--- config.mk ---
export PLATFORM = sky130hd
export DESIGN_NAME = pixel_frame_writer
export DESIGN_NICKNAME = d
export VERILOG_FILES = /design/src/rtl/pixel_frame_writer_pkg.sv /design/src/rtl/pixel_frame_writer_sync_fifo.sv /design/src/rtl/pixel_frame_writer.sv
export SDC_FILE = /design/constraint.sdc
export NUM_CORES = 1
export LEC_CHECK = 0
export BUFFER_PORTS_ARGS = -buffer_cell sky130_fd_sc_hd__buf_4
export CAP_MARGIN = 10
export CORE_MARGIN = 1.5
export CORE_UTILIZATION = 50
export DETAILED_ROUTE_END_ITERATION = 8
export HOLD_SLACK_MARGIN = 0.12
export PLACE_DENSITY = 0.7
export SYNTH_ARGS = -nofsm -noshare
export SYNTH_HDL_FRONTEND = slang
export SYNTH_HIERARCHICAL = 1
export SYNTH_SLANG_ARGS = --single-unit
--- constraint.sdc ---
create_clock -name clk -period 9.3 [get_ports clk]
set_clock_uncertainty 0.1 [all_clocks]
set_input_delay 2.325 -clock clk [delete_from_list [all_inputs] [get_ports clk]]
set_output_delay 2.325 -clock clk [all_outputs]
set_load 0.01 [all_outputs]
--- src/rtl/pixel_frame_writer_pkg.sv ---
// pixel_frame_writer shared types: pixel layout and capture FSM states.
// Optional feature macro: PIXEL_FRAME_WRITER_CHECKSUM_EN (see top).
package pixel_frame_writer_pkg;

  localparam int PIX_W = 24;
  localparam int R_LSB = 16;
  localparam int G_LSB = 8;
  localparam int B_LSB = 0;
  localparam int CH_W  = 8;

  typedef enum logic [1:0] {
    ST_IDLE    = 2'd0,
    ST_CAPTURE = 2'd1,
    ST_DONE    = 2'd2
  } state_e;

  function automatic logic [15:0] rgb_sum(input logic [PIX_W-1:0] p);
    return 16'(p[R_LSB +: CH_W]) + 16'(p[G_LSB +: CH_W]) +
           16'(p[B_LSB +: CH_W]);
  endfunction

endpackage

--- src/rtl/pixel_frame_writer_sync_fifo.sv ---
// pixel_sync_fifo: registered synchronous FIFO with full/empty flags.
// DEPTH must be a power of two; push when full and pop when empty are ignored.
module pixel_sync_fifo #(
  parameter int DEPTH = 4,
  parameter int WIDTH = 24
) (
  input  logic             clk,
  input  logic             rst,
  input  logic             push,
  input  logic [WIDTH-1:0] wdata,
  input  logic             pop,
  output logic [WIDTH-1:0] rdata,
  output logic             full,
  output logic             empty
);

  localparam int PW = (DEPTH > 1) ? $clog2(DEPTH) : 1;

  logic [WIDTH-1:0] mem_q [DEPTH];
  logic [WIDTH-1:0] mem_d [DEPTH];
  logic [PW-1:0]    wp_q, wp_d;
  logic [PW-1:0]    rp_q, rp_d;
  logic [PW:0]      cnt_q, cnt_d;
  logic             do_push;
  logic             do_pop;

  assign full    = (cnt_q == (PW+1)'(DEPTH));
  assign empty   = (cnt_q == '0);
  assign rdata   = mem_q[rp_q];
  assign do_push = push && !full;
  assign do_pop  = pop && !empty;

  // next storage, pointers and occupancy
  always_comb begin
    mem_d = mem_q;
    wp_d  = wp_q;
    rp_d  = rp_q;
    cnt_d = cnt_q;
    if (do_push) begin
      mem_d[wp_q] = wdata;
      wp_d        = wp_q + 1'b1;
    end
    if (do_pop) begin
      rp_d = rp_q + 1'b1;
    end
    unique case ({do_push, do_pop})
      2'b10:   cnt_d = cnt_q + 1'b1;
      2'b01:   cnt_d = cnt_q - 1'b1;
      default: cnt_d = cnt_q;
    endcase
  end

  // state registers; storage cleared so the head reads 0 after reset
  always_ff @(posedge clk or posedge rst) begin
    if (rst) begin
      for (int i = 0; i < DEPTH; i++) begin
        mem_q[i] <= '0;
      end
      wp_q  <= '0;
      rp_q  <= '0;
      cnt_q <= '0;
    end else begin
      mem_q <= mem_d;
      wp_q  <= wp_d;
      rp_q  <= rp_d;
      cnt_q <= cnt_d;
    end
  end

endmodule

--- src/rtl/pixel_frame_writer.sv ---
// pixel_frame_writer: captures one raster frame into a RAM write port.
// Define PIXEL_FRAME_WRITER_CHECKSUM_EN to add the frame_checksum output.
module pixel_frame_writer
  import pixel_frame_writer_pkg::*;
#(
  parameter int IMG_W      = 512,
  parameter int IMG_H      = 512,
  parameter int ADDR_W     = 18,
  parameter int FIFO_DEPTH = 4
) (
  input  logic              clk,
  input  logic              rst,
  input  logic              start,
  input  logic [PIX_W-1:0]  pixel_in,
  input  logic              data_valid_in,
  output logic              in_ready,
  output logic              mem_wr_en,
  output logic [ADDR_W-1:0] mem_wr_addr,
  output logic [PIX_W-1:0]  mem_wr_data,
  input  logic              mem_wr_ready,
  output logic              busy,
  output logic              frame_done,
  output logic              overflow
`ifdef PIXEL_FRAME_WRITER_CHECKSUM_EN
  ,
  output logic [15:0]       frame_checksum
`endif
);

  localparam int TOTAL = IMG_W * IMG_H;

  state_e            state_q, state_d;
  logic [ADDR_W:0]   acc_q, acc_d;
  logic [ADDR_W-1:0] wr_q, wr_d;
  logic              ovf_q, ovf_d;
  logic              fifo_full;
  logic              fifo_empty;
  logic [PIX_W-1:0]  fifo_head;
  logic              accept;
  logic              wr_hs;
  logic              last_wr;

  pixel_sync_fifo #(
    .DEPTH (FIFO_DEPTH),
    .WIDTH (PIX_W)
  ) u_fifo (
    .clk   (clk),
    .rst   (rst),
    .push  (accept),
    .wdata (pixel_in),
    .pop   (wr_hs),
    .rdata (fifo_head),
    .full  (fifo_full),
    .empty (fifo_empty)
  );

  assign in_ready    = (state_q == ST_CAPTURE) && !fifo_full &&
                       (acc_q < (ADDR_W+1)'(TOTAL));
  assign accept      = data_valid_in && in_ready;
  assign mem_wr_en   = !fifo_empty;
  assign mem_wr_data = fifo_head;
  assign mem_wr_addr = wr_q;
  assign wr_hs       = mem_wr_en && mem_wr_ready;
  assign last_wr     = (wr_q == ADDR_W'(TOTAL - 1));
  assign busy        = (state_q == ST_CAPTURE);
  assign frame_done  = (state_q == ST_DONE);
  assign overflow    = ovf_q;

  // capture FSM, input/write counters and sticky overflow
  always_comb begin
    state_d = state_q;
    acc_d   = acc_q;
    wr_d    = wr_q;
    ovf_d   = ovf_q;
    if (accept) acc_d = acc_q + 1'b1;
    if (wr_hs)  wr_d  = wr_q + 1'b1;
    if (data_valid_in && !in_ready) ovf_d = 1'b1;
    unique case (state_q)
      ST_IDLE: begin
        if (start) begin
          state_d = ST_CAPTURE;
          acc_d   = '0;
          wr_d    = '0;
          ovf_d   = 1'b0;
        end
      end
      ST_CAPTURE: begin
        if (wr_hs && last_wr) state_d = ST_DONE;
      end
      ST_DONE: state_d = ST_IDLE;
      default: state_d = ST_IDLE;
    endcase
  end

  // control state registers
  always_ff @(posedge clk or posedge rst) begin
    if (rst) begin
      state_q <= ST_IDLE;
      acc_q   <= '0;
      wr_q    <= '0;
      ovf_q   <= 1'b0;
    end else begin
      state_q <= state_d;
      acc_q   <= acc_d;
      wr_q    <= wr_d;
      ovf_q   <= ovf_d;
    end
  end

`ifdef PIXEL_FRAME_WRITER_CHECKSUM_EN
  logic [15:0] cks_q, cks_d;

  assign frame_checksum = cks_q;

  // running R+G+B sum of written pixels, cleared when a frame is armed
  always_comb begin
    cks_d = cks_q;
    if (state_q == ST_IDLE && start) begin
      cks_d = '0;
    end else if (wr_hs) begin
      cks_d = cks_q + rgb_sum(fifo_head);
    end
  end

  // checksum register
  always_ff @(posedge clk or posedge rst) begin
    if (rst) cks_q <= '0;
    else     cks_q <= cks_d;
  end
`endif

endmodule

==> reports/qor.yml, run 1 <==
outcome:
  status: "completed"
detailed_routing:
  vias: 4261
  drt_drc_violations_left: 0
  totalWireLength_mm: 13.3
  drt_pass1_iterations: 4
  wire_per_inst_um: 17.4
  drtIter0Drc: 217
  via_per_inst: 5.57
  antenna_left: 0
synthesis:
  synth_nets: 530
  syn_inst: 493
  syn_area_um2: 6670
  synth.ff_latch_count: 143
  synthAdderAreaFrac: 0.0161
  ys_seq_area_frac: 0.536
  synth-simple-area-share: 0.104
  synth_top_family_by_area: "multiplexers"
  muxShareOfSynthArea: 0.246
  ys_types: 51
  ys.flop_type: "dfrtp_1"
  synth-xor-area-share: 0.0249
  avgSynthCellArea_um2: 13.5
  yosys_warnings: 6
  async_flop_share: 1.00
  synth_compound_area_frac: 0.0403
  synth_edf_count: 0
global_route:
  grt_max_degree: 65
  grt_first_pass_wirelength_mm: 22.2
  grt_pass1_vias: 4321
  grt-ovfl-total: 0
  antenna_found_initial: 0
  track_usage: 0.202
timing:
  setup_tns_ns: 0
  relSlewSlack: 0.417
  hold_violations: 0
  rsz0062_at_grt: "false"
  post-route-period-util: 0.492
  setup_viol: 0
  period_needed_ns: 4.57
  fin_ws_ns: 4.73
  slew_viol_final: 0
  worst_pin_slew_ns: 0.875
  fmax_ghz: 0.219
cts:
  clk_pin_slew_worst_paths_ns: 0.05
  cts_max_path_buffers: 2
  cts_tree: "done"
  cts_buffers: 17
  root_buffer: "clkbuf_16"
  holdBufCountCts: 0
  cts_resized: 0
  htreeDepth: 4
  clkLatencyLatePin_ns: 0.42
  clock-sinks: 143
  postCtsSetupRepairBufs: 0
floorplanning:
  core-area_um2: 13100
  core.rowCount: 42
  die_w_um: 119
  die-area_um2: 14000
  boundaryPins: 76
  start_util: 0.508
  die-height_um: 119
placed_design:
  io_buffers: 75
  place_ws_ns: 5.01
  place.gp.congestion: 0.843
  post_dp_cell_area_um2: 7380
  dp_hpwl_mm: 8.78
finish:
  final_common_cell: "dfrtp_1"
  mostFrequentLayoutCells: "dfrtp_1, mux2_2, buf_4"
  drive_above_1_share: 0.423
  antenna-diode-count: 0
  area_delta_synth_final_pct: 19.2
  finalInstanceArea_um2: 7950
  fin_nets: 613
worst_setup_path:
  crit_arrival_ns: 2.15
  r2r.worst_path.cells: 9
  start_kind: "register"
  path_max_fanout: 26
  endpoint_kind: "output pin"
  worst-setup-path-type: "reg2out"
  cp_data_required_time_ns: 6.88
power:
  p_leak_nw: 3.43
  power_density_nw_per_um2: 345
  peakVddDrop_mv: 0.153
hold_path:
  hold_class: "reg2reg"
  hold_depth: 1
run:
  max_cap_violations: 0
==> power breakdown <==
part	switching (mW)	total [mW]	internal (mW)
combinational	0.399	1.02	0.617
clock	0.241	0.643	0.402
sequential	0.200	1.09	0.887
total	0.840	2.75	1.91
==> logic make-up (layout without fill, tap and decap cells) <==
family	count (synthesis)	in the layout
simple gates	119	119
flops	143	143
mux	122	122
xor+xnor	19	19
compound gates	46	46
buf+inv	36	132
fa+ha+maj	8	8
==> cells in the mapped netlist (all sizes together) (2+ instances only) <==
master	number	area, µm²
nand2	22	82.6
o31a	2	17.5
inv	15	56.3
or4b	2	20.0
a21oi	21	105
nor3b	2	26.3
nor3	5	25.0
nand3	13	65.1
o21ai	12	60.1
and4	5	43.8
xor2	11	96.3
mux4	24	541
nand3b	2	15.0
nand2b	2	20.0
and3	5	31.3
nor4	3	25.0
dfrtp	143	3580
nand4	11	83.8
mux2	97	1090
ha	7	87.6
buf	15	129
or4	6	45.0
clkbuf	5	20.0
xnor2	8	70.1
and2	2	12.5
or3	12	75.1
o31ai	4	30.0
nor2	23	96.3
a31oi	2	12.5
==> critical path, cell delays in order (launching register included) <==
cell and delay [ns]:
dfrtp_2 0.93, mux4_2 0.62, buf_4 0.16
==> layout make-up <==
type                            count  area [µm²]
Fill cell                        1030        5180
Sequential cell                   143        3580
Multi-Input combinational cell    314        2890
Timing Repair Buffer               84         634
Clock buffer                       27         513
Tap cell                          176         220
Inverter                           16        67.6
Clock inverter                      5        52.6
==> registers in the layout (all words and copies together) (netlist names) <==
name / count
acc_q: 19
u_fifo/cnt_q: 3
state_q: 2
overflow: 1
u_fifo/mem_q: 96
u_fifo/wp_q: 2
mem_wr_addr: 18
u_fifo/rp_q: 2
==> routing by layer <==
| layer | vias to the layer above | track usage | wire length (µm) |
|---|---|---|---|
| met5 | - | 0 | 0 |
| met4 | 0 | 0.0723 | 209 |
| met3 | 18 | 0.0454 | 480 |
| met2 | 81 | 0.324 | 6670 |
| met1 | 2185 | 0.274 | 5920 |
| li1 | 1977 | - | - |
==> path summary, 6_finish.rpt <==
check | start | endpoint | slack [ns]
worst max-delay path | u_fifo/rp_q[0] | mem_wr_data[6] | 4.73
worst min-delay path | u_fifo/mem_q[43] | u_fifo/mem_q[43] | 0.40
worst max register to register | u_fifo/cnt_q[2] | u_fifo/mem_q[84] | 6.05
worst min register to register | u_fifo/mem_q[43] | u_fifo/mem_q[43] | 0.40
max in group asynchronous | rst | u_fifo/mem_q[92] | 6.05
min in group asynchronous | rst | u_fifo/wp_q[1] | 1.86
==> per-stage QoR <==
stage | util | power, mW | instances | hold slack [ns]
floorplan | - | 1.78 | 493 | 0.358
global placement | 0.562 | 2.07 | 732 | 0.383
detailed placement | 0.562 | 2.12 | 732 | 0.390
CTS | 0.605 | 2.78 | 764 | 0.403
global route | 0.605 | 2.91 | 765 | 0.417
finish | 0.605 | 2.75 | 765 | 0.398
Note: power is estimated with default switching activity, not from simulation.
==> run 2, diff against run 1 <==
- ABC_AREA: not set -> 1
- PLACE_DENSITY: 0.7 -> 0.72
- clock period: 9.3 -> 3.7 ns (I/O delays scaled with it)
==> run 2 against run 1 <==
Net effect:
- routed wire length grew 37%
- count of clock-buffer cells in the layout down 6
- sequential cell count is the same
- sequential share of layout area decreased by 3.3 points
- die area increased by 10%
- global-route usage increased by 4.1 points
- combinational power rose to 2.8 times the previous value
- worst setup slack worse by 4.1 ns
- first-iteration DRC count grew to 2.5 times the previous value
- power grew to 2.6 times the previous value
- register-to-register slack worse by 4.9 ns
==> reports/qor.yml, run 2 <==
floorplanning:
  die_w_um: 124  # was 119 µm
  die-area_um2: 15500  # was 14,000 µm²
  start_util: 0.508  # about the same
  core.rowCount: 44  # was 42
  die-height_um: 124  # was 119 µm
  boundaryPins: 76  # unchanged
  core-area_um2: 14500  # was 13,100 µm²
power:
  power_density_nw_per_um2: 822  # was 345 nW/µm²
  p_leak_nw: 4.37  # was 3.43 nW
  p_total_mw: 7.05  # was 2.75 mW
  peakVddDrop_mv: 0.354  # was 0.153 mV
cts:
  cts_buffers: 17  # unchanged
  cts_max_path_buffers: 2  # unchanged
  postCtsSetupRepairBufs: 0  # unchanged
  clk_pin_slew_worst_paths_ns: 0.06  # was 0.05 ns
  clock-sinks: 143  # unchanged
  clkLatencyLatePin_ns: 0.42  # about the same
  htreeDepth: 4  # unchanged
  holdBufCountCts: 0  # unchanged
  root_buffer: "clkbuf_16"  # unchanged
  cts_resized: 0  # unchanged
  cts_tree: "done"  # unchanged
hold_path:
  hold_class: "reg2reg"  # unchanged
synthesis:
  syn_area_um2: 7360  # was 6670 µm²
  yosys_warnings: 6  # unchanged
  synth-simple-area-share: 0.350  # was 0.104
  synth-xor-area-share: 0.00595  # was 0.0249
  ys_seq_area_frac: 0.486  # was 0.536
  ys_types: 32  # was 51
  ys.flop_type: "dfrtp_1"  # unchanged
  synth_top_cell_area_share: 0.486  # was 0.536
  async_flop_share: 1.00  # unchanged
  synth_area_leaders: "dfrtp_1, nand2_1, nand4_1"  # was dfrtp_1, mux2_2, mux4_2
  ys_top_cells_by_count: "nand2_1, dfrtp_1, nor2_1"  # was dfrtp_1, mux2_2, mux4_2
  synth_edf_count: 0  # unchanged
  synth_top_area_cell: "dfrtp_1"  # unchanged
  synth.ff_latch_count: 143  # unchanged
  avgSynthCellArea_um2: 7.71  # was 13.5 µm²
  yosysMostFrequentCell: "nand2_1"  # was dfrtp_1
  synthAdderAreaFrac: 0.0146  # was 0.0161
  syn_inst: 955  # was 493
  synth_compound_area_frac: 0.0700  # was 0.0403
  synth_top_family_by_area: "simple AND/OR/NAND/NOR gates"  # was multiplexers
  synth_nets: 992  # was 530
  muxShareOfSynthArea: 0  # was 0.246
detailed_routing:
  via_per_inst: 5.47  # was 5.57
  antenna_left: 0  # unchanged
  totalWireLength_mm: 18.2  # was 13.3 mm
  vias: 6584  # was 4,261
  drt_drc_violations_left: 0  # unchanged
  drtIter0Drc: 546  # was 217
  wire_per_inst_um: 15.2  # was 17.4 µm
  drt_pass1_iterations: 5  # was 4
placed_design:
  dp_cells: 1172  # was 732
  dp_hpwl_mm: 11.2  # was 8.78 mm
  io_buffers: 75  # unchanged
  place.gp.congestion: 0.868  # was 0.843
worst_setup_path:
  start_kind: "register"  # unchanged
  path_max_fanout: 50  # was 26
  endpoint_kind: "output pin"  # unchanged
  worst-setup-path-type: "reg2out"  # unchanged
  cp_data_required_time_ns: 2.67  # was 6.88 ns
  crit_arrival_ns: 2.06  # was 2.15 ns
global_route:
  grt.busiest_layer: "met2"  # unchanged
  grt_pass1_vias: 6392  # was 4,321
  grt_use_met3: 0.0404  # was 0.0454
  globalRouteMet2Util: 0.391  # was 0.324
  antenna_found_initial: 0  # unchanged
  grt-ovfl-total: 0  # unchanged
  gr-usage-met1: 0.335  # was 0.274
  grt_first_pass_wirelength_mm: 31.1  # was 22.2 mm
  track_usage: 0.244  # was 0.202
  grt_max_degree: 104  # was 65
finish:
  fin_nets: 1044  # was 613
  mostFrequentLayoutCells: "nand2_1, dfrtp_1, nor2_1"  # was dfrtp_1, mux2_2, buf_4
  final_common_cell: "nand2_1"  # was dfrtp_1
  area_delta_synth_final_pct: 16.5  # was 19.2%
  regMostFlops: "u_fifo/mem_q"  # unchanged
  drive_above_1_share: 0.137  # was 0.423
  finalNonFillerCells: 1203  # was 765
  n_fill_cell: 1364  # was 1,030
  largest_reg_flops: 96  # unchanged
  antenna-diode-count: 0  # unchanged
run:
  max_cap_violations: 0  # unchanged
timing:
  period_needed_ns: 3.08
  relSlewSlack: 0.333  # was 0.417
  setup_viol: 0  # unchanged
  post-route-period-util: 0.833
  rsz0062_at_grt: "false"  # unchanged
  slew_viol_final: 0  # unchanged
  setup_tns_ns: 0  # unchanged
  worst_pin_slew_ns: 1.00  # was 0.875 ns
  hold_violations: 0  # unchanged
  fmax_ghz: 0.324
outcome:
  status: "completed"  # unchanged
==> run 2: metal layers <==
metal / up-vias / wire length (µm)
met5: - / 0
met4: 0 / 298
met3: 24 / 814
met2: 173 / 8780
met1: 3129 / 8350
li1: 3258 / -
==> run 2: through the flow <==
step	hold slack (ns)	setup slack [ns]	util	cell area, µm²
after floorplan	0.337	0.961	-	7360
after global placement	0.348	1.06	0.553	8000
after detailed placement	0.353	0.989	0.553	8000
after CTS	0.367	0.660	0.592	8570
after global routing	0.382	0.542	0.592	8570
final	0.363	0.617	0.592	8570
==> run 2: worst max-delay path, stage by stage (launching register included) <==
cell     delay, ns
dfrtp_2       0.35
buf_4         0.49
nor2_1        0.11
o21ai_0       0.46
buf_4         0.21
==> run 2: kinds of logic after synthesis <==
logic type / after synthesis
adder cells (fa/ha/maj): 8
XOR/XNOR: 5
AO/OA/AOI/OAI: 101
AND/OR/NAND/NOR: 580
flip-flops: 143
buffers and inverters: 118
==> run 2: where the power goes <==
group / switching [mW] / leakage [nW] / internal (mW)
clock network: 0.655 / 0.271 / 1.02
registers: 0.348 / 1.82 / 2.15
logic: 1.82 / 2.28 / 1.06
==> run 2: path summary, 6_finish.rpt <==
| path | startpoint | endpoint | slack (ns) | depth (start not counted) |
|---|---|---|---|---|
| max reg2reg | u_fifo/cnt_q[0] | u_fifo/mem_q[55] | 1.15 | 11 |
| min reg2reg | u_fifo/mem_q[50] | u_fifo/mem_q[50] | 0.36 | 2 |
| max | u_fifo/rp_q[0] | mem_wr_data[10] | 0.62 | 4 |
| min | u_fifo/mem_q[50] | u_fifo/mem_q[50] | 0.36 | 2 |
| max in group asynchronous | rst | acc_q[15] | 2.32 | 3 |
| min in group asynchronous | rst | mem_wr_addr[3] | 0.43 | 2 |
==> run 2: layout make-up <==
| class | instances | area, µm² | share of cell area |
|---|---|---|---|
| inverters | 55 | 210 | 0.0245 |
| clock buffers | 21 | 460 | 0.0537 |
| multi-input cells | 694 | 3250 | 0.379 |
| flip-flops and latches | 143 | 3580 | 0.417 |
| well taps | 184 | 230 | 0.0268 |
| repair buffers | 96 | 733 | 0.0855 |
| clock inverters | 10 | 114 | 0.0133 |
